`src/rtl/alu_issue_sequencer_pkg.sv`:
```
// Shared op encodings, flag bit positions and sequencer states.
// Imported by the sequencer and its latency lookup.
package alu_issue_sequencer_pkg;

  localparam logic [2:0] OP_ADD = 3'd0;
  localparam logic [2:0] OP_SUB = 3'd1;
  localparam logic [2:0] OP_AND = 3'd2;
  localparam logic [2:0] OP_OR  = 3'd3;
  localparam logic [2:0] OP_MUL = 3'd4;
  localparam logic [2:0] OP_DIV = 3'd5;

  localparam int FLG_C = 3;
  localparam int FLG_V = 2;
  localparam int FLG_N = 1;
  localparam int FLG_Z = 0;

  typedef enum logic [1:0] {
    IDLE   = 2'd0,
    SETTLE = 2'd1,
    HOLD   = 2'd2
  } state_t;

  // Flags for non-arithmetic results: the ALU's N/Z follow the adder, not the muxed result.
  function automatic logic [3:0] result_flags(input logic [15:0] r);
    logic [3:0] f;
    f        = '0;
    f[FLG_N] = r[15];
    f[FLG_Z] = (r == 16'h0000);
    return f;
  endfunction

endpackage

```
`src/rtl/alu_issue_sequencer_op_latency.sv`:
```
// Op -> settle cycle count lookup; purely combinational, no backpressure.
module alu_op_latency
  import alu_issue_sequencer_pkg::*;
#(
  parameter int ADD_CYCLES   = 1,
  parameter int LOGIC_CYCLES = 1,
  parameter int MUL_CYCLES   = 4,
  parameter int DIV_CYCLES   = 8,
  parameter int CNT_W        = 4
) (
  input  logic [2:0]       op,
  output logic [CNT_W-1:0] cycles
);

  always_comb begin
    cycles = CNT_W'(1);
    case (op)
      OP_ADD, OP_SUB: cycles = CNT_W'(ADD_CYCLES);
      OP_AND, OP_OR:  cycles = CNT_W'(LOGIC_CYCLES);
      OP_MUL:         cycles = CNT_W'(MUL_CYCLES);
      OP_DIV:         cycles = CNT_W'(DIV_CYCLES);
      default:        cycles = CNT_W'(1);
    endcase
  end

endmodule

```
`src/rtl/alu_issue_sequencer.sv`:
```
// Issue/capture stage around the ALU: result N(op) cycles after accept (divide-by-zero/illegal skip settle);
// one op in flight, in_ready only in IDLE, result held until out_ready.
module alu_issue_sequencer
  import alu_issue_sequencer_pkg::*;
#(
  parameter int ADD_CYCLES   = 1,
  parameter int LOGIC_CYCLES = 1,
  parameter int MUL_CYCLES   = 4,
  parameter int DIV_CYCLES   = 8,
  parameter int TAG_W        = 4
) (
  input  logic             clk,
  input  logic             rst_n,
  input  logic             in_valid,
  output logic             in_ready,
  input  logic [2:0]       in_op,
  input  logic [15:0]      in_a,
  input  logic [15:0]      in_b,
  input  logic [TAG_W-1:0] in_tag,
  output logic [15:0]      alu_a,
  output logic [15:0]      alu_b,
  output logic             alu_sub,
  output logic [2:0]       alu_op_select,
  input  logic [15:0]      alu_result,
  input  logic             alu_cout,
  input  logic             alu_overflow,
  input  logic             alu_NO,
  input  logic             alu_ZO,
  output logic             out_valid,
  input  logic             out_ready,
  output logic [15:0]      out_result,
  output logic [3:0]       out_flags,
  output logic [TAG_W-1:0] out_tag,
  output logic             out_dz,
  output logic             out_illegal
);

  localparam int MAX_AL = (ADD_CYCLES > LOGIC_CYCLES) ? ADD_CYCLES : LOGIC_CYCLES;
  localparam int MAX_MD = (MUL_CYCLES > DIV_CYCLES) ? MUL_CYCLES : DIV_CYCLES;
  localparam int MAX_C  = (MAX_AL > MAX_MD) ? MAX_AL : MAX_MD;
  localparam int CNT_W  = $clog2(MAX_C) + 1;

  state_t           state, state_nxt;
  logic [CNT_W-1:0] cnt;
  logic [CNT_W-1:0] n_cycles;
  logic             accept, capture, done;
  logic             is_dz, is_ill;
  logic [3:0]       cap_flags;

  alu_op_latency #(
    .ADD_CYCLES  (ADD_CYCLES),
    .LOGIC_CYCLES(LOGIC_CYCLES),
    .MUL_CYCLES  (MUL_CYCLES),
    .DIV_CYCLES  (DIV_CYCLES),
    .CNT_W       (CNT_W)
  ) u_op_latency (
    .op    (in_op),
    .cycles(n_cycles)
  );

  assign is_ill    = (in_op > OP_DIV);
  assign is_dz     = (in_op == OP_DIV) && (in_b == 16'h0000);
  assign in_ready  = rst_n && (state == IDLE);
  assign out_valid = (state == HOLD);

  always_ff @(posedge clk or negedge rst_n) begin
    if (!rst_n) state <= IDLE;
    else        state <= state_nxt;
  end

  always_comb begin
    state_nxt = state;
    accept    = 1'b0;
    capture   = 1'b0;
    done      = 1'b0;
    case (state)
      IDLE: begin
        if (in_valid) begin
          accept    = 1'b1;
          state_nxt = (is_ill || is_dz) ? HOLD : SETTLE;
        end
      end
      SETTLE: begin
        if (cnt == '0) begin
          capture   = 1'b1;
          state_nxt = HOLD;
        end
      end
      HOLD: begin
        if (out_ready) begin
          done      = 1'b1;
          state_nxt = IDLE;
        end
      end
      default: state_nxt = IDLE;
    endcase
  end

  always_comb begin
    cap_flags = result_flags(alu_result);
    if (alu_op_select == OP_ADD || alu_op_select == OP_SUB) begin
      cap_flags[FLG_C] = alu_cout;
      cap_flags[FLG_V] = alu_overflow;
      cap_flags[FLG_N] = alu_NO;
      cap_flags[FLG_Z] = alu_ZO;
    end
  end

  // alu_* only change on accept so the ALU inputs stay quiet outside an issue.
  always_ff @(posedge clk or negedge rst_n) begin
    if (!rst_n) begin
      alu_a         <= '0;
      alu_b         <= '0;
      alu_sub       <= 1'b0;
      alu_op_select <= '0;
      cnt           <= '0;
      out_result    <= '0;
      out_flags     <= '0;
      out_tag       <= '0;
      out_dz        <= 1'b0;
      out_illegal   <= 1'b0;
    end else begin
      if (accept) begin
        alu_a         <= in_a;
        alu_b         <= in_b;
        alu_sub       <= (in_op == OP_SUB);
        alu_op_select <= in_op;
        out_tag       <= in_tag;
        cnt           <= n_cycles - CNT_W'(1);
        if (is_ill) begin
          out_result  <= 16'h0000;
          out_flags   <= 4'h0;
          out_illegal <= 1'b1;
        end else if (is_dz) begin
          out_result <= 16'hFFFF;
          out_flags  <= 4'h0;
          out_dz     <= 1'b1;
        end
      end
      if (capture) begin
        out_result <= alu_result;
        out_flags  <= cap_flags;
      end else if (state == SETTLE) begin
        cnt <= cnt - CNT_W'(1);
      end
      if (done) begin
        out_dz      <= 1'b0;
        out_illegal <= 1'b0;
      end
    end
  end

endmodule

```
`config.mk`:
```
export PLATFORM = sky130hd
export DESIGN_NAME = alu_issue_sequencer
export DESIGN_NICKNAME = d
export VERILOG_FILES = /design/src/rtl/alu_issue_sequencer_pkg.sv /design/src/rtl/alu_issue_sequencer_op_latency.sv /design/src/rtl/alu_issue_sequencer.sv
export SDC_FILE = /design/constraint.sdc
export NUM_CORES = 1
export LEC_CHECK = 0
export ABC_AREA = 1
export CORE_ASPECT_RATIO = 2
export CORE_MARGIN = 10
export CORE_UTILIZATION = 39
export CTS_CLUSTER_SIZE = 30
export DETAILED_ROUTE_END_ITERATION = 10
export GPL_ROUTABILITY_DRIVEN = 1
export PLACE_DENSITY = 0.77
export SYNTH_ARGS = -nofsm -noshare
export SYNTH_HDL_FRONTEND = slang
export SYNTH_SLANG_ARGS = --single-unit
```
`constraint.sdc`:
```
create_clock -name clk -period 1.5 [get_ports clk]
set_input_delay 0.15 -clock clk [delete_from_list [all_inputs] [get_ports clk]]
set_output_delay 0.15 -clock clk [all_outputs]
set_load 0.02 [all_outputs]
```
# After elaboration in Yosys (flattened, before gate mapping)
# Cells that the tools add are included.
# Widths: inputs -> output; s select.
[totals] word_cells=73 reg_bits=68 out_inout_bits=64 inputBits=63
[op_classes] mux=31 n_reduce_logical=18 n_lt_le_gt_ge=1 addsub=2 n_eq_ne=10
[op_table] cell="$mux 16" count=4
[op_table] cell="$logic_not 16->1" count=2
[op_table] cell="$mux 4" count=8
[op_table] cell="$mux 1" count=13
[op_table] cell="$mux 2" count=4
[op_table] cell="$pmux 4 s2" count=1
[op_table] cell="$reduce_bool 2->1" count=4
[op_table] cell="$sub 4x1->4 const B" count=2
[op_table] cell="$eq 3x1->1 const B" count=2
[op_table] cell="$eq 3x3->1 const B" count=2
[op_table] cell="$ne 2x2->1 const B" count=3
[op_table] cell="$pmux 2 s3" count=1
[op_table] cell="$reduce_and 3->1" count=2
[op_table] cell="$logic_not 4->1" count=1
[op_table] cell="$reduce_and 2->1" count=2
[op_table] cell="$gt 3x3->1 const B" count=1
[op_table] cell="$logic_not 3->1" count=1
[op_table] cell="$reduce_bool 3->1" count=1
[op_table] cell="$eq 2x1->1 const B" count=1
[op_table] cell="$eq 2x2->1 const B" count=1
[op_table] cell="$logic_and 1x1->1" count=2
[op_table] cell="$logic_not 2->1" count=1
[op_table] cell="$logic_or 1x1->1" count=2
[op_table] cell="$ne 2x1->1 const B" count=1

# Longest topological paths before layout
# Gate-level depths: netlist of the first run.
[logic_depth] word_depth=6 mapped_depth=10

# Cells and area by module
# A second synthesis of the first run with hierarchy kept.
[hier_totals] cells_unflattened=378 area_unflattened_um2=3175.5
[by_module_without_submodules] module="alu_issue_sequencer" seq_area_each_um2=1701.6 instances=1 cells_each=371 area_per_inst_um2=3143.0
[by_module_without_submodules] module="alu_op_latency" seq_area_each_um2=0.0 instances=1 cells_each=7 area_per_inst_um2=32.5

# Worst setup path before layout of the first run
# Ideal clock, no wire load.
[synth_timing] kind="reg-to-reg" start="register cnt[0]" end="register out_flags[1]" path_stages_with_launch=11 slack_ps=80 arrival_ps=1299 required_time_ps=1379 setup_time_ps=121 period_less_slack_ps=1420 path_cell_list="dfrtp_1 -> inv_1 -> ha_1 -> nand3_4 -> nand2_4 -> inv_2 -> nand2_4 -> nand2_2 -> buf_6 -> nand2_1 -> nand2_1"
[synth_via] elab_chain_len=5 word_cells_on_any_way=7 cone_classes="mux: 3; reduce/logical: 4"
[synth_lines] element="start: declaration" line="alu_issue_sequencer.sv:44" source="logic [CNT_W-1:0] cnt;"
[synth_lines] element="start signal: assignment" line="alu_issue_sequencer.sv:129" source="cnt <= n_cycles - CNT_W'(1);"
[synth_lines] element="start signal: assignment" line="alu_issue_sequencer.sv:144" source="cnt <= cnt - CNT_W'(1);"
[synth_lines] element="$logic_not 4->1 (*)" line="alu_issue_sequencer.sv:84" source="if (cnt == '0) begin"
[synth_lines] element="$mux 1 (*)" line="alu_issue_sequencer.sv:84"
[synth_lines] element="$mux 1 (*)" line="alu_issue_sequencer.sv:76" source="case (state)"
[synth_lines] element="$reduce_bool 3->1 (no source line) or $reduce_bool 2->1 (tied branches)"
[synth_lines] element="$reduce_and 2->1 (no source line)"
[synth_lines] element="end signal: assignment" line="alu_issue_sequencer.sv:142" source="out_flags <= cap_flags;"
[synth_lines] element="end: declaration" line="alu_issue_sequencer.sv:32" source="output logic [3:0] out_flags,"
# Mark *: on every way between the ends. The rest lies on a longest branch, timed or not.
# A chain may end at the register's enable or synchronous reset.

# Worst setup path in the final report of the first run
[layout_timing] start="register alu_b[13]" end="output alu_b[13]"
[layout_rtl] element="start: declaration" line="alu_issue_sequencer.sv:21" source="output logic [15:0] alu_b,"
[layout_rtl] element="start signal: assignment" line="alu_issue_sequencer.sv:125" source="alu_b <= in_b;"
# No word-level cell between the ends.

==> flow_summary.json, run 1 <==
{
  "power_density_nw_per_um2": 2170,
  "cts_buffers": 9,
  "via_per_inst": 4.74,
  "grt_pass1_vias": 3125,
  "ys_seq_elements": 68,
  "gp_congestion": 0.826,
  "worstSetupPathType": "flop to primary output",
  "reg2reg_depth": 7,
  "crit_chain": "clkdlybuf4s50_1",
  "fin_crit_ps": 1470,
  "cts.path.max_buffers": 2,
  "drt_wl_total_um": 9780,
  "cp_top_family": "buffers and inverters",
  "setup_viol_count_final": 0,
  "min_path_type": "input port to asynchronous set/reset pin",
  "tightest_slew_ps": 861,
  "critPathLaunchType": "flop",
  "n_antenna_cell": 0,
  "slew-limit-headroom": 0.426,
  "r2r-start": "cnt[0]$_DFF_PN0_",
  "ant_nets": 0,
  "slowest_delay_ps": 650,
  "clockRootBuffer": "clkbuf_16",
  "yosysSeqAreaShare": 0.556,
  "whs_ps": 39.6,
  "critPathBufInv": 1,
  "fin_setup_tns_ps": 0,
  "final_core_util": 0.654,
  "syn2layout_area_growth_pct": 62.6,
  "final_nets": 605,
  "cap_violations": 0,
  "fmax_ghz": 0.681,
  "route.detailed.wl_per_inst_um": 15.3,
  "clkTransAtPathRegs_ps": 50,
  "chipWidth_um": 82.6,
  "path_depth": 1,
  "dr.pass1.iters": 4,
  "cts.sinks": 68,
  "rows": 45,
  "start_util": 0.402,
  "ff2ff_setup_slack_ps": 90,
  "endpoint_kind": "primary output",
  "dr.first_iter.drc_count": 211,
  "rsz0062_at_grt": "false",
  "vias": 3029,
  "slowest_stage": "clkdlybuf4s50_1",
  "drc": 0,
  "die_y_um": 145,
  "peakVddDrop_mv": 1.47,
  "port_buffers": 126,
  "cp_max_fo": 2,
  "status": "completed",
  "required_ps": 1350,
  "grt_usage": 0.164,
  "grt_max_degree": 69,
  "startpoint": "alu_b[13]$_DFFE_PN0P_",
  "hold_violations": 0,
  "crit_path_end": "alu_b[13]",
  "grt_first_pass_wirelength_um": 15400,
  "syn_area_um2": 3060,
  "pin_count": 127,
  "cts_tree": "built",
  "fin_worst_skew_ps": 4.45,
  "post-dp-hpwl_um": 7620,
  "antenna_found_initial": 0,
  "syn-num-nets": 451,
  "cp_data_arrival_time_ps": 1320,
  "r2r_end": "out_result[6]$_DFFE_PN0P_",
  "yosysWarnings": 0,
  "synthCells": 386,
  "synth_area_per_cell_um2": 7.92,
  "core-area_um2": 7600,
  "clock_latency_ps": 330,
  "synth_cell_types": 24,
  "maxSlewViolCount": 0,
  "power_mw": 10.8,
  "p_leak_nw": 2.54,
  "overflow": 0,
  "dieArea_um2": 12000,
  "finalCritPeriodShare": 0.979,
  "drive_above_1_share": 0.114,
  "cts_max_level": 3
}
-- where the power goes --
group	switching, mW	total, mW	internal [mW]	leakage, nW
sequential	0.517	3.24	2.72	0.839
clock	0.769	2.27	1.50	0.159
combinational	2.94	5.30	2.36	1.54
-- layer usage --
layer	up-vias	track usage	share of wire
li1	1499	-	-
met1	1414	0.167	0.35
met2	94	0.284	0.54
met3	22	0.0482	0.071
met4	0	0.0850	0.036
met5	-	0	0
-- cell usage in the layout, fill, tap and decap left out, drive strengths merged, types with 3 or more instances in the layout --
cell and n:
nand2 193, clkdlybuf4s50 115, dfrtp 68, buf 32, inv 29, nor2 28, nand3 23, o21ai 17
clkbuf 11, dlymetal6s2s 6, a21oi 4, nand4 3
-- kinds of logic after synthesis --
family	count (synthesis)	synth area share
compound gates	24	0.0409
simple gates	249	0.333
xor+xnor	1	0.00286
flops	68	0.556
buf+inv	42	0.0589
fa+ha+maj	2	0.00818
-- per-stage QoR --
stage | area, µm² | cells | setup WS, ps
6_report | 4970 | 639 | 30.8
5_1_grt | 4970 | 639 | 1.43
4_1_cts | 4920 | 638 | 7.26
3_5_place_dp | 4580 | 620 | -330
3_3_place_gp | 4580 | 620 | -254
2_1_floorplan | 3060 | 386 | 80.2
-- layout make-up --
| class | count | area [µm²] |
|---|---|---|
| clock inverters | 6 | 86.3 |
| repair buffers | 156 | 1500 |
| flip-flops and latches | 68 | 1700 |
| multi-input cells | 277 | 1220 |
| well taps | 94 | 118 |
| clock buffers | 10 | 239 |
| inverters | 28 | 105 |
| fillers | 630 | 2630 |
-- worst min path at each step --
stage | from | endpoint | depth (start not counted)
finish | rst_n | alu_b[9]$_DFFE_PN0P_ | 2
global route | rst_n | alu_b[9]$_DFFE_PN0P_ | 2
CTS | rst_n | alu_a[15]$_DFFE_PN0P_ | 2
detailed placement | rst_n | alu_b[9]$_DFFE_PN0P_ | 2
global placement | rst_n | alu_b[9]$_DFFE_PN0P_ | 2
floorplan | rst_n | alu_a[0]$_DFFE_PN0P_ | 0
-- cells in the mapped netlist --
cell,count,area (µm²)
buf_2,3,15.0
nand3_4,1,17.5
ha_1,2,25.0
xnor2_1,1,8.76
buf_6,2,22.5
o22ai_1,2,12.5
nor2_2,1,6.26
nand3_1,21,105
inv_1,26,97.6
nand2_2,2,12.5
nand2_4,2,22.5
buf_4,1,7.51
clkbuf_1,8,30.0
nand2_1,189,709
o31ai_1,1,7.51
dfrtp_1,68,1700
nor2_4,1,11.3
nand4_1,3,18.8
nor3_1,2,10.0
and3_1,1,6.26
o21ai_0,17,85.1
nor2_1,26,97.6
inv_2,2,7.51
a21oi_1,4,20.0
-- flip-flops by register name, summed over array words and instances (netlist names) --
register       count
alu_a             16
alu_b             16
out_result        16
cnt                4
out_flags          4
out_tag            4
alu_op_select      3
state              2
alu_sub            1
out_dz             1
out_illegal        1
-- what timing repair did --
item,CTS,global route
endpoints found under the setup margin,25,50
pin swaps,1,0
hold buffers,0,0
setup buffers,1,1
resized for setup,10,14
gates cloned,1,0
endpoints found under the hold margin,0,0
Note: power is estimated with default switching activity, not from simulation.
==> run 2, diff against run 1 <==
--- a/config.mk
+++ b/config.mk
@@ -13,6 +13,7 @@
 export DETAILED_ROUTE_END_ITERATION = 10
 export GPL_ROUTABILITY_DRIVEN = 1
 export PLACE_DENSITY = 0.77
+export SETUP_SLACK_MARGIN = 0.02
 export SYNTH_ARGS = -nofsm -noshare
 export SYNTH_HDL_FRONTEND = slang
 export SYNTH_SLANG_ARGS = --single-unit
==> flow_summary.json, run 2 (synthesized netlist as in run 1, its figures left out) <==
{
  "grt_usage": 0.165,
  "slowest_delay_ps": 630,
  "pin_count": 127,
  "grt_max_degree": 69,
  "maxSlewViolCount": 0,
  "dieArea_um2": 12000,
  "cts_tree": "built",
  "grt_first_pass_wirelength_um": 15500,
  "ant_nets": 0,
  "slew-limit-headroom": 0.422,
  "chipWidth_um": 82.6,
  "use_met2": 0.285,
  "reg.largest.list": "alu_a (16), alu_b (16), out_result (16)",
  "pwr-share-seq": 0.302,
  "cts.path.max_buffers": 2,
  "route.detailed.wl_per_inst_um": 15.3,
  "use_met1": 0.168,
  "critPathLaunchType": "flop",
  "worstSetupPathType": "flop to primary output",
  "fin_crit_ps": 1450,
  "final_cell_mix": "nand2_1 (189), clkdlybuf4s50_1 (87), dfrtp_1 (68)",
  "power_frac_clock": 0.212,
  "p_leak_nw": 2.83,
  "rsz0062_at_grt": "true",
  "syn2layout_area_growth_pct": 64.6,
  "drt_wl_total_um": 9760,
  "grt_util_met3": 0.0482,
  "overflow": 0,
  "clkTransAtPathRegs_ps": 50,
  "rows": 45,
  "dr.first_iter.drc_count": 218,
  "cp_top_family": "buffers and inverters",
  "power_mw": 10.7,
  "min_path_type": "input port to asynchronous set/reset pin",
  "finalCritPeriodShare": 0.967,
  "final_core_util": 0.662,
  "netSwitchingFraction": 0.393,
  "cts_max_level": 3,
  "clockRootBuffer": "clkbuf_16",
  "final_cells": 639,
  "post-dp-hpwl_um": 7620,
  "fmax_ghz": 0.690,
  "cp_max_fo": 2,
  "fill_cells": 611,
  "multi_input_area_um2": 1220,
  "vias": 3017,
  "core-area_um2": 7600,
  "dr.pass1.iters": 4,
  "placed_area_um2": 4580,
  "grt_pass1_vias": 3144,
  "dp.cells": 620,
  "n_antenna_cell": 0,
  "gp_congestion": 0.826,
  "start_util": 0.402,
  "fin_worst_skew_ps": 2.80,
  "status": "completed",
  "via_per_inst": 4.72,
  "cap_violations": 0,
  "cp_data_arrival_time_ps": 1300,
  "tightest_slew_ps": 867,
  "peakVddDrop_mv": 1.22,
  "final_area_um2": 5030,
  "cts_buffers": 9,
  "p_comb_frac": 0.487,
  "endpoint_kind": "primary output",
  "die_y_um": 145,
  "switchingPower_mw": 4.20,
  "power_density_nw_per_um2": 2120,
  "required_ps": 1350,
  "cts.sinks": 68,
  "drive_above_1_share": 0.116,
  "port_buffers": 126,
  "hold_violations": 0,
  "p_int_mw": 6.49,
  "cts_hold_buf": 0,
  "drc": 0,
  "clock_latency_ps": 320,
  "layout_commonest_cell": "nand2_1",
  "top_usage_layer": "met2",
  "antenna_found_initial": 0,
  "critPathBufInv": 1,
  "final_nets": 605,
  "crit_chain": "clkdlybuf4s50_1",
  "setup_viol_count_final": 0,
  "slowest_stage": "clkdlybuf4s50_1",
  "regArea_um2": 1700
}
-- run 2: changes by cell type in the layout (fill, tap and decap cells not counted), sizes merged --
cell,delta
dlygate4sd2,+3
clkdlybuf4s50,-28
dlymetal6s2s,+25
-- run 2: timing repair --
action / in CTS / in global routing
buffers inserted: 1 / 1
setup endpoints to repair: 28 / 77
cloned: 1 / 0
pin swaps: 1 / 0
resized for setup: 15 / 39
-- run 2: routing by layer --
layer / vias to the layer above / routed length, µm
met2: 92 / 5320
met4: 0 / 335
met1: 1405 / 3390
met5: - / 0
met3: 20 / 724
li1: 1500 / -
-- run 2: worst register-to-register path, delay by kind of cell, from the launching register on --
kind	cells	cell delay, ps
flip-flops	1	430
buffers and inverters	2	210
AND/OR/NAND/NOR	6	710
-- run 2: stage by stage --
step / hold slack (ps) / TNS (ps) / setup slack [ps]
after floorplan: -146 / 0 / 80.2
after global placement: 417 / -5300 / -254
after detailed placement: 429 / -6540 / -330
after CTS: 79.9 / 0 / 22.4
after global routing: 118 / -1.96 / -1.96
final: 40.1 / 0 / 49.7
-- run 2: final cells by class --
| class | count | share of cell area |
|---|---|---|
| Clock inverter | 6 | 0.0172 |
| Inverter | 28 | 0.0209 |
| Multi-Input combinational cell | 277 | 0.243 |
| Sequential cell | 68 | 0.338 |
| Timing Repair Buffer | 156 | 0.310 |
| Tap cell | 94 | 0.0234 |
| Clock buffer | 10 | 0.0475 |
-- run 2: power groups by stage --
stage,combinational [mW],sequential (mW),clock [mW]
final,5.20,3.22,2.26
after global routing,5.64,3.33,2.42
after CTS,5.29,3.23,2.32
after detailed placement,5.25,3.24,0
after global placement,5.11,3.21,0
after floorplan,1.66,4.19,0
-- run 2: final timing paths --
check,startpoint,end,slack [ps],cells past startpoint
min,rst_n,alu_b[7]$_DFFE_PN0P_,40,2
max reg2reg,state[1]$_DFFE_PN0P_,out_result[6]$_DFFE_PN0P_,90,8
min reg2reg,out_result[11]$_DFFE_PN0P_,out_result[11]$_DFFE_PN0P_,470,2
min in group clk,in_a[12],alu_a[12]$_DFFE_PN0P_,350,3
max,out_tag[3]$_DFFE_PN0P_,out_tag[3],50,1
max in group asynchronous,rst_n,alu_a[4]$_DFFE_PN0P_,890,2
==> run 3, diff against run 2 <==
--- a/config.mk
+++ b/config.mk
@@ -12,7 +12,7 @@
 export CTS_CLUSTER_SIZE = 30
 export DETAILED_ROUTE_END_ITERATION = 10
 export GPL_ROUTABILITY_DRIVEN = 1
-export PLACE_DENSITY = 0.77
+export PLACE_DENSITY_LB_ADDON = 0.2
 export SETUP_SLACK_MARGIN = 0.02
 export SYNTH_ARGS = -nofsm -noshare
 export SYNTH_HDL_FRONTEND = slang
==> flow_summary.json, run 3 (synthesized netlist as in run 1, its figures left out) <==
{
  "start_util": 0.402,
  "status": "completed",
  "cap_violations": 0,
  "drc": 0,
  "finalCritPeriodShare": 0.980,
  "grt_first_pass_wirelength_um": 15600,
  "n_antenna_cell": 0,
  "crit_chain": "nor2_2 -> nand3_4 -> nand2_4 -> inv_4 -> nand2_4 -> nand2_8 -> clkbuf_16 -> nand2_1 -> nand2_1",
  "reg.largest.list": "alu_a (16), alu_b (16), out_result (16)",
  "antenna_found_initial": 0,
  "tightest_slew_ps": 871,
  "cts.sinks": 68,
  "final_core_util": 0.680,
  "endpoint_kind": "flop",
  "syn2layout_area_growth_pct": 69.1,
  "setup_viol_count_final": 0,
  "final_nets": 608,
  "chipWidth_um": 82.6,
  "cp_max_fo": 10,
  "worstSetupPathType": "flop to flop",
  "dr.pass1.iters": 4,
  "rsz0062_at_grt": "true",
  "pin_count": 127,
  "ant_nets": 0,
  "cp_data_arrival_time_ps": 1680,
  "cts_tree": "built",
  "multi_input_area_um2": 1290,
  "fill_cells": 608,
  "via_per_inst": 4.77,
  "cts.path.max_buffers": 2,
  "fin_worst_skew_ps": 4.16,
  "slowest_delay_ps": 400,
  "route.detailed.wl_per_inst_um": 15.9,
  "cts_buffers": 9,
  "final_cell_mix": "nand2_1 (171), clkdlybuf4s50_1 (90), dfrtp_1 (68)",
  "clockRootBuffer": "clkbuf_16",
  "reg2reg_depth": 9,
  "whs_ps": 31.5,
  "slew-limit-headroom": 0.420,
  "die_y_um": 145,
  "critPathBufInv": 2,
  "clkTransAtPathRegs_ps": 50,
  "path_depth": 9,
  "vias": 3060,
  "final_area_um2": 5170,
  "core-area_um2": 7600,
  "critPathLaunchType": "flop",
  "fmax_ghz": 0.680,
  "gp_congestion": 0.820,
  "grt_usage": 0.166,
  "grt_util_met3": 0.0600,
  "hold_violations": 0,
  "placed_area_um2": 4600,
  "overflow": 0,
  "grt_max_degree": 69,
  "dp.cells": 621,
  "slowest_stage": "dfrtp_1",
  "rows": 45,
  "power_density_nw_per_um2": 2100,
  "use_met2": 0.293,
  "top_usage_layer": "met2",
  "use_met1": 0.169,
  "peakVddDrop_mv": 1.21,
  "cts_hold_buf": 0,
  "dieArea_um2": 12000,
  "min_path_type": "input port to asynchronous set/reset pin",
  "post-dp-hpwl_um": 7440,
  "grt_pass1_vias": 3168,
  "fin_crit_ps": 1470,
  "layout_commonest_cell": "nand2_1",
  "final_cells": 641,
  "drt_wl_total_um": 10200,
  "regArea_um2": 1700,
  "cts_max_level": 3,
  "p_leak_nw": 2.85,
  "required_ps": 1710,
  "drive_above_1_share": 0.152,
  "cp_top_family": "simple AND/OR/NAND/NOR gates",
  "dr.first_iter.drc_count": 140,
  "maxSlewViolCount": 0,
  "port_buffers": 126,
  "clock_latency_ps": 320,
  "power_mw": 10.9
}
==> run 3: final timing paths <==
kind                                 startpoint                    endpoint  slack (ps)
setup reg to reg               cnt[3]$_DFF_PN0_    out_flags[0]$_DFFE_PN0P_          30
hold reg to reg            alu_b[0]$_DFFE_PN0P_        alu_b[0]$_DFFE_PN0P_         470
max in group asynchronous                 rst_n  out_result[10]$_DFFE_PN0P_         880
min in group clk                       in_a[13]       alu_a[13]$_DFFE_PN0P_         360
setup / recovery               cnt[3]$_DFF_PN0_    out_flags[0]$_DFFE_PN0P_          30
hold / removal                            rst_n        alu_b[9]$_DFFE_PN0P_          30
==> run 3: report_power, final <==
part / switching, mW / internal, mW
Combinational: 3.03 / 2.45
Sequential: 0.536 / 2.72
Clock: 0.718 / 1.41
==> run 3: stage by stage <==
stage / TNS [ps] / worst slack [ps]
after floorplan: 0 / 80.2
after global placement: -3470 / -180
after detailed placement: -4090 / -214
after CTS: 0 / 20.6
after global routing: -1100 / -70.2
final: 0 / 29.9
==> run 3: per-layer routing <==
layer / wire length (µm) / vias to the layer above
met5: 0 / -
met4: 171 / 0
met3: 787 / 15
met2: 5800 / 98
met1: 3440 / 1443
li1: - / 1504
==> run 3: area by class of cell <==
cell class	instances	area share
inverters	28	0.0215
flip-flops and latches	68	0.329
repair buffers	160	0.318
clock inverters	1	0.00581
well taps	94	0.0227
multi-input cells	276	0.250
clock buffers	14	0.0530
==> run 3: what timing repair did <==
item | 4_1_cts | 5_1_grt
resized for setup | 13 | 67
buffers inserted | 1 | 2
pin swaps | 0 | 1
setup endpoints to repair | 28 | 80
gates cloned | 0 | 2
